### src/rtl/uart_pkg.sv
// Shared types and constants for the UART receive buffer.
package uart_pkg;

  localparam int unsigned BYTE_W     = 8;
  localparam int unsigned WORD_BYTES = 4;
  localparam int unsigned WORD_W     = BYTE_W * WORD_BYTES;

  typedef enum logic [1:0] {
    IDLE   = 2'd0,
    GATHER = 2'd1,
    RESP   = 2'd2
  } rxbuf_state_t;

endpackage

### src/rtl/byte_fifo.sv
// Single-clock byte FIFO with registered occupancy flags.
// dout_c is the head entry, readable in the same cycle it is popped.
module byte_fifo
  import uart_pkg::*;
#(
  parameter  int unsigned DEPTH  = 16,
  localparam int unsigned ADDR_W = $clog2(DEPTH),
  localparam int unsigned CNT_W  = $clog2(DEPTH + 1)
) (
  input  logic              clk,
  input  logic              rst,
  input  logic              push,
  input  logic              pop,
  input  logic [BYTE_W-1:0] din,
  output logic [BYTE_W-1:0] dout_c,
  output logic [CNT_W-1:0]  count,
  output logic              full,
  output logic              empty
);

  logic [BYTE_W-1:0] mem_q [DEPTH];
  logic [ADDR_W-1:0] wr_ptr_q, wr_ptr_d;
  logic [ADDR_W-1:0] rd_ptr_q, rd_ptr_d;
  logic [CNT_W-1:0]  count_q, count_d;
  logic              full_q, full_d;
  logic              empty_q, empty_d;
  logic              push_ok, pop_ok;

  // Flags are evaluated at cycle start, so a full FIFO refuses a push even when popping.
  always_comb begin
    push_ok  = push & ~full_q;
    pop_ok   = pop & ~empty_q;
    wr_ptr_d = wr_ptr_q;
    rd_ptr_d = rd_ptr_q;
    count_d  = count_q;
    if (push_ok) wr_ptr_d = wr_ptr_q + ADDR_W'(1);
    if (pop_ok)  rd_ptr_d = rd_ptr_q + ADDR_W'(1);
    case ({push_ok, pop_ok})
      2'b10:   count_d = count_q + CNT_W'(1);
      2'b01:   count_d = count_q - CNT_W'(1);
      default: count_d = count_q;
    endcase
    full_d  = (count_d == CNT_W'(DEPTH));
    empty_d = (count_d == CNT_W'(0));
  end

  always_ff @(posedge clk) begin
    if (rst) begin
      wr_ptr_q <= '0;
      rd_ptr_q <= '0;
      count_q  <= '0;
      full_q   <= 1'b0;
      empty_q  <= 1'b1;
    end else begin
      wr_ptr_q <= wr_ptr_d;
      rd_ptr_q <= rd_ptr_d;
      count_q  <= count_d;
      full_q   <= full_d;
      empty_q  <= empty_d;
    end
  end

  always_ff @(posedge clk) begin
    if (push_ok) mem_q[wr_ptr_q] <= din;
  end

  assign dout_c = mem_q[rd_ptr_q];
  assign count  = count_q;
  assign full   = full_q;
  assign empty  = empty_q;

endmodule

### src/rtl/uart_rx_buffer.sv
// Buffers received UART bytes and answers CPU input requests with one byte
// or one big-endian 32-bit word (first received byte in the MSBs).
module uart_rx_buffer
  import uart_pkg::*;
#(
  parameter  int unsigned DEPTH = 16,
  localparam int unsigned CNT_W = $clog2(DEPTH + 1)
) (
  input  logic              clk,
  input  logic              rst,
  input  logic              in_valid,
  input  logic [BYTE_W-1:0] in_data,
  input  logic              req,
  input  logic              req_word,
  output logic              busy,
  output logic              resp_valid,
  output logic [WORD_W-1:0] resp_data,
  output logic [CNT_W-1:0]  count,
  output logic              empty,
  output logic              overflow
);

  localparam int unsigned NEED_W = 3;

  rxbuf_state_t      state_q, state_d;
  logic [NEED_W-1:0] need_q, need_d;
  logic [NEED_W-1:0] got_q, got_d;
  logic [WORD_W-1:0] acc_q, acc_d;
  logic [WORD_W-1:0] resp_data_q, resp_data_d;
  logic              resp_valid_q, resp_valid_d;
  logic              busy_q, busy_d;
  logic              overflow_q, overflow_d;

  logic              fifo_pop_c;
  logic              fifo_full;
  logic              fifo_empty;
  logic [BYTE_W-1:0] fifo_dout_c;

  byte_fifo #(.DEPTH(DEPTH)) u_fifo (
    .clk    (clk),
    .rst    (rst),
    .push   (in_valid),
    .pop    (fifo_pop_c),
    .din    (in_data),
    .dout_c (fifo_dout_c),
    .count  (count),
    .full   (fifo_full),
    .empty  (fifo_empty)
  );

  // Request FSM: gather need bytes (1 or 4) from the FIFO, then present them for one cycle.
  always_comb begin
    state_d      = state_q;
    need_d       = need_q;
    got_d        = got_q;
    acc_d        = acc_q;
    fifo_pop_c   = 1'b0;
    overflow_d   = overflow_q | (in_valid & fifo_full);
    case (state_q)
      IDLE: begin
        if (req) begin
          need_d  = req_word ? NEED_W'(WORD_BYTES) : NEED_W'(1);
          got_d   = '0;
          acc_d   = '0;
          state_d = GATHER;
        end
      end
      GATHER: begin
        if (!fifo_empty) begin
          fifo_pop_c = 1'b1;
          acc_d      = {acc_q[WORD_W-BYTE_W-1:0], fifo_dout_c};
          got_d      = got_q + NEED_W'(1);
          if (got_q == need_q - NEED_W'(1)) state_d = RESP;
        end
      end
      RESP:    state_d = IDLE;
      default: state_d = IDLE;
    endcase
    resp_valid_d = (state_d == RESP);
    resp_data_d  = (state_d == RESP) ? acc_d : resp_data_q;
    busy_d       = (state_d != IDLE);
  end

  always_ff @(posedge clk) begin
    if (rst) begin
      state_q      <= IDLE;
      need_q       <= '0;
      got_q        <= '0;
      acc_q        <= '0;
      resp_data_q  <= '0;
      resp_valid_q <= 1'b0;
      busy_q       <= 1'b0;
      overflow_q   <= 1'b0;
    end else begin
      state_q      <= state_d;
      need_q       <= need_d;
      got_q        <= got_d;
      acc_q        <= acc_d;
      resp_data_q  <= resp_data_d;
      resp_valid_q <= resp_valid_d;
      busy_q       <= busy_d;
      overflow_q   <= overflow_d;
    end
  end

  assign busy       = busy_q;
  assign resp_valid = resp_valid_q;
  assign resp_data  = resp_data_q;
  assign empty      = fifo_empty;
  assign overflow   = overflow_q;

endmodule

### config.mk
export PLATFORM = sky130hd
export DESIGN_NAME = uart_rx_buffer
export DESIGN_NICKNAME = d
export VERILOG_FILES = /design/src/rtl/uart_pkg.sv /design/src/rtl/byte_fifo.sv /design/src/rtl/uart_rx_buffer.sv
export SDC_FILE = /design/constraint.sdc
export NUM_CORES = 1
export LEC_CHECK = 0
export ABC_AREA = 1
export BUFFER_PORTS_ARGS = -buffer_cell sky130_fd_sc_hd__buf_2
export CAP_MARGIN = 20
export CORE_ASPECT_RATIO = 1.75
export CORE_MARGIN = 8
export CORE_UTILIZATION = 50
export CTS_BUF_LIST = sky130_fd_sc_hd__clkbuf_16
export DETAILED_ROUTE_END_ITERATION = 10
export GPL_ROUTABILITY_DRIVEN = 0
export PLACE_DENSITY_LB_ADDON = 0.05
export RECOVER_POWER = 100
export SYNTH_ARGS = -nofsm -noshare
export SYNTH_HDL_FRONTEND = slang
export SYNTH_SLANG_ARGS = --single-unit
### constraint.sdc
create_clock -name clk -period 6.5 [get_ports clk]
set_clock_uncertainty 0.15 [all_clocks]
set_input_delay 0.65 -clock clk [delete_from_list [all_inputs] [get_ports clk]]
set_output_delay 0.65 -clock clk [all_outputs]
set_load 0.01 [all_outputs]
# Word level (Yosys, flattened, before mapping)
# Memories as Yosys holds them, arrays and structs flattened. A register that Yosys moved wholly into a read port is not among the register bits.
# Cells that the tools add are included.
[op_classes]
add_sub_neg = 6
n_eq_ne = 8
muxes = 18
bitwise_logic = 6
reduce_logical = 6
[op_table]
columns = ["cell", "count"]
rows = [
  ["32-bit 2-to-1 mux", 2],
  ["32-bit case mux with 2 select lines", 1],
  ["5-bit case mux with 2 select lines", 1],
  ["3-bit 2-to-1 mux", 3],
  ["4-bit by 1-bit adder with 4-bit output (second input constant)", 2],
  ["4-bit 2-to-1 mux", 2],
  ["2-bit 2-to-1 mux", 3],
  ["3-bit case mux with 2 select lines", 1],
  ["5-bit by 1-bit adder with 5-bit output (second input constant)", 1],
  ["5-bit equality test (second input constant)", 1],
  ["5-bit zero test", 1],
  ["5-bit by 1-bit subtractor with 5-bit output (second input constant)", 1],
  ["2-bit by 1-bit equality test with 1-bit output (second input constant)", 2],
  ["2-bit equality test (second input constant)", 2],
  ["1-bit 2-to-1 mux", 4],
  ["2-bit != test (second input constant)", 2],
  ["2-bit case mux with 2 select lines", 1],
  ["2-bit nonzero test", 2],
  ["3-bit by 1-bit adder with 3-bit output (second input constant)", 1],
  ["1-bit AND", 3],
  ["3-bit equality test", 1],
  ["3-bit AND reduction", 1],
  ["3-bit by 1-bit subtractor with 3-bit output (second input constant)", 1],
  ["2-bit zero test", 1],
  ["3 further kinds", 4],
]
[word_totals]
regBits = 90
mem_bits_rw = 128
in_bits = 13
out_inout_bits = 41
elab_cells = 58
mem_count = 1
[memory_table]
columns = ["memory", "depth", "word_bits", "rd", "rd_clocked_by_memory_dff", "write_ports", "line", "text"]
rows = [
  ["u_fifo.mem_q", 16, 8, 1, 1, 1, "byte_fifo.sv:21", "logic [BYTE_W-1:0] mem_q [DEPTH];"],
]

# Depth between registers and ports, before layout
[depth]
ltp_word = 6
ltp_mapped = 16
ltp_nobuf = 15

# Cells and area by module
# From an unflattened synthesis, not the netlist that was laid out.
[unflattened]
hier_cells = 1036
hier_area_um2 = 9643.0
[by_module_without_submodules]
columns = ["mod", "n_inst", "cells_per_inst", "area_per_inst_um2", "seq_area_each_um2"]
rows = [
  ["byte_fifo", 1, 492, 6140.9, 4224.1],
  ["uart_rx_buffer", 1, 544, 3502.1, 1481.4],
]

# Worst setup path before layout
# OpenSTA, ideal clock, no wires.
[synth_timing]
kind = "input -> register"
startpoint = "input port in_valid"
endpoint = "register u_fifo.full_q, in the netlist u_fifo.full"
setup_time_ns = 0.062
t_arrival_ns = 2.091
t_required_ns = 6.288
slack_ns = 4.197
cell_stages = 12
n_path_buf = 1
cell_sequence = "nand2_1 > buf_2 > ha_1 > nand2_1 > inv_1 > or2_2 > or2_1 > nand3_2 > o21ai_2 > nor2_2 > nand2_1 > nor2_2"
[synth_via]
elab_chain_len = 4
word_cells_on_any_way = 5
cone_classes = "eq/ne (3); mux (1); bitwise (1)"
[synth_lines]
columns = ["item", "line", "text"]
rows = [
  ["start, declared", "uart_rx_buffer.sv:11", "input logic in_valid,"],
  ["1-bit AND (*)", "byte_fifo.sv:31", "push_ok = push & ~full_q;"],
  ["2-bit by 1-bit equality test with 1-bit output or 2-bit equality test (tied branches)", "byte_fifo.sv:38", "case ({push_ok, pop_ok})"],
  ["5-bit case mux with 2 select lines (*)", "byte_fifo.sv:38", ""],
  ["5-bit equality test (*)", "byte_fifo.sv:43", "full_d = (count_d == CNT_W'(DEPTH));"],
  ["end signal, assigned", "byte_fifo.sv:58", "full_q <= full_d;"],
  ["end, declared", "byte_fifo.sv:25", "logic full_q, full_d;"],
]
# Mark *: on every way between the ends. The rest lies on a longest branch, timed or not.
# A chain may end at the register's enable or synchronous reset.

# Worst setup path after layout
[layout_timing]
startpoint = "input port rst"
endpoint = "register u_fifo.count_q[4], in the netlist u_fifo.count[4]"
[layout_rtl]
columns = ["item", "line", "text"]
rows = [
  ["start, declared", "uart_rx_buffer.sv:10", "input logic rst,"],
  ["end signal, assigned", "byte_fifo.sv:57", "count_q <= count_d;"],
  ["end, declared", "byte_fifo.sv:24", "logic [CNT_W-1:0] count_q, count_d;"],
]
# No word-level cell between the ends.

==> run metrics <==
outcome finished with violations; failing checks max-capacitance violations, max-slew violations; CTS H-Tree Depth 1; Critical Path AT 4.40 ns; share of layout cells above drive strength 1 under 10%; Die Area approximately 23,000 sq um; post-cts sizing count 0; Final Hold Vio Count 0; Syn Nets about 960; wire per inst around 17 um; Worst-path clk slew 0.06 ns; number of synthesized flops with an enable pin around 130; core area 17,900 sq um; Worst path most repeated cell inv_1; max incr delay on CP roughly 1.9 ns; n_diodes 0; placed insts roughly 1,200; clock buffer depth 3; Synth Instances slightly above 900; crit path buf inv count 4; clk sinks approximately 220; GRT Util Overall around 17%; Final #Nets between 900 and 1,000; Total Wirelength between 20 and 25 mm; CTS tree built; Root Buffer clkbuf_16; Initial Util between 50 and 60%; fin area approximately 10,000 sq um; layout filler cell count roughly 1,600; Worst path top cell family by delay buffers and inverters; Crit-path slowest cell clkbuf_1; peak supply drop ~0.21 mV; WS Path Type primary input to flip-flop; crit path capture type flip-flop; pin count of the biggest net entering global routing roughly 130; Fin Setup TNS 0 ns; Ys Warns 0; Hold Slack around 0.26 ns; Tcrit/Tclk final 64.3%; Vias/cell approximately 5.3; worst-margin pin slew around 2.7 ns; Die Y a little under 200 um; GRT overflow 0; post-route ant nets 0; Initial DRT Pass Iterations 4; synthesized area just over 9000 sq um; via count 6,397; placed cell area 9420 sq um; count of cell types in the netlist 37; Site Rows 65; Final Non-Filler Cells ~1,200; Synth top area share a little over two fifths; Pleak between 0.003 and 0.004 uW; hpwl dp ~14 mm; Main synth FF type edfxtp_1; post-route total power 2920 uW; Worst Hold Class primary input to flip-flop; IO Port Bufs between 50 and 60; worst skew pair latency roughly 0.5 ns; Critical Path RT about 6.7 ns; die width 118 um; Iter 0 DRT Violations about 260; first-pass GRT wire length roughly 32 mm; # IOs 54; drc violations 0; ys async rst share 0%; TritonCTS buffer count 21; final critical-path required period roughly 4.2 ns; Slew HR -80.6%; fin. max-slew vios 60; sequential fraction of the synthesis area 63.0%; Layout area overhead 10.6%; register bit count reported by yosys 221; CTS Hold Bufs 0; top cells by area, synth edfxtp_1, dfxtp_1, nand2_1; Setup violations, final 0; antenna violations before repair 0; Critical Path Fanout Max roughly 60; critical-path cell list buf_2 > clkbuf_1 > inv_1 > nand3_1 > inv_1; syn_area_per_cell 9.70 sq um; vias in the first global route 6,324; Yosys top cell by area edfxtp_1; element type at the critical path start primary input; pwr/cell area about 290 nW/um^2; Setup Buffers After CTS 0; max-cap violation count 1; fmax roughly 240 MHz; RSZ-0062 raised after global routing no
-- cell usage after synthesis, types with 2 or more instances --
cell type  count
nand2_1      141
inv_1        131
edfxtp_1     128
dfxtp_1       93
nand3_1       88
a21oi_1       78
nor2_1        76
o21ai_0       57
o211ai_1      37
clkbuf_1      22
buf_2         20
ha_1           8
o22ai_1        6
inv_2          5
a211oi_1       4
buf_1          4
nand4_1        4
nor3_1         4
a22oi_1        3
nand2_2        3
nand3b_1       3
nor2_2         2
nor2_4         2
xor2_1         2
-- power by group --
group / switching [uW] / internal, uW / leakage, uW
logic: 171 / 72.0 / 0.00149
registers: 28.8 / 1510 / 0.00191
clock network: 507 / 630 / 0.000323
-- worst paths after layout --
| kind | from | end | slack [ns] | depth (start not counted) |
|---|---|---|---|---|
| setup / recovery | rst | u_fifo.count[4] | 2.32 | 5 |
| setup reg to reg | u_fifo.empty | resp_data[2] | 3.00 | 8 |
| hold reg to reg | resp_data[20] | resp_data[20] | 0.32 | 2 |
| hold / removal | in_valid | overflow | 0.26 | 3 |
-- cell families after synthesis --
group / count (synthesis) / share of synthesized area [%]
flops: 221 / 63.0
fa+ha+maj: 8 / 1.10
xor+xnor: 3 / 0.290
buf+inv: 184 / 8.02
compound gates: 188 / 11.7
simple gates: 330 / 15.9
-- flip-flops by register name (all words and copies together), names as in the netlist, named ones only --
signal,count
state_q,2
overflow,1
got_q,3
need_q,2
resp_data,32
u_fifo.wr_ptr_q,4
u_fifo.empty,1
u_fifo.mem_q,128
resp_valid,1
u_fifo.rd_ptr_q,4
u_fifo.count,5
busy,1
acc_q,32
u_fifo.full,1
-- placed cells by master (no fill, tap or decap), types with 6 or more instances in the layout --
master     Yosys  routed
nor2_1        76      76
o21ai_0       57      58
nand3_1       88      88
clkbuf_1      22      50
a21oi_1       78      78
o211ai_1      37      37
ha_1           8       8
nand2_1      141     141
dfxtp_1       93      92
edfxtp_1     128     128
clkbuf_16      0      21
inv_1        131     137
o22ai_1        6       6
-- metal layers --
metal	wire length [um]	GRT usage [%]
met5	0	0
met1	7680	18.2
met2	11200	33.9
met3	717	2.30
met4	437	5.73
-- through the flow --
step                      setup slack [ns]  util (%)
after floorplan                       4.20         -
after global placement                3.73      52.7
after detailed placement              3.57      52.7
after CTS                             3.58      56.2
after global routing                  1.82      56.0
final                                 2.32      56.0
-- worst min-delay path, delay by kind of cell --
family / cells / cell delay [ns]
buf+inv: 1 / 0.09
simple gates: 1 / 0.07
compound gates: 1 / 0.05
-- area by class of cell --
cell class                 count  area [sq um]  area share (%)
clock buffer                  21           526            5.24
clock inverter                17           110            1.10
inverter                     136           510            5.09
multi-input combinational    529          2630            26.2
sequential                   221          5710            57.0
tap                          234           293            2.92
timing repair buffer          56           243            2.42
Note: power is estimated with default switching activity, not from simulation.
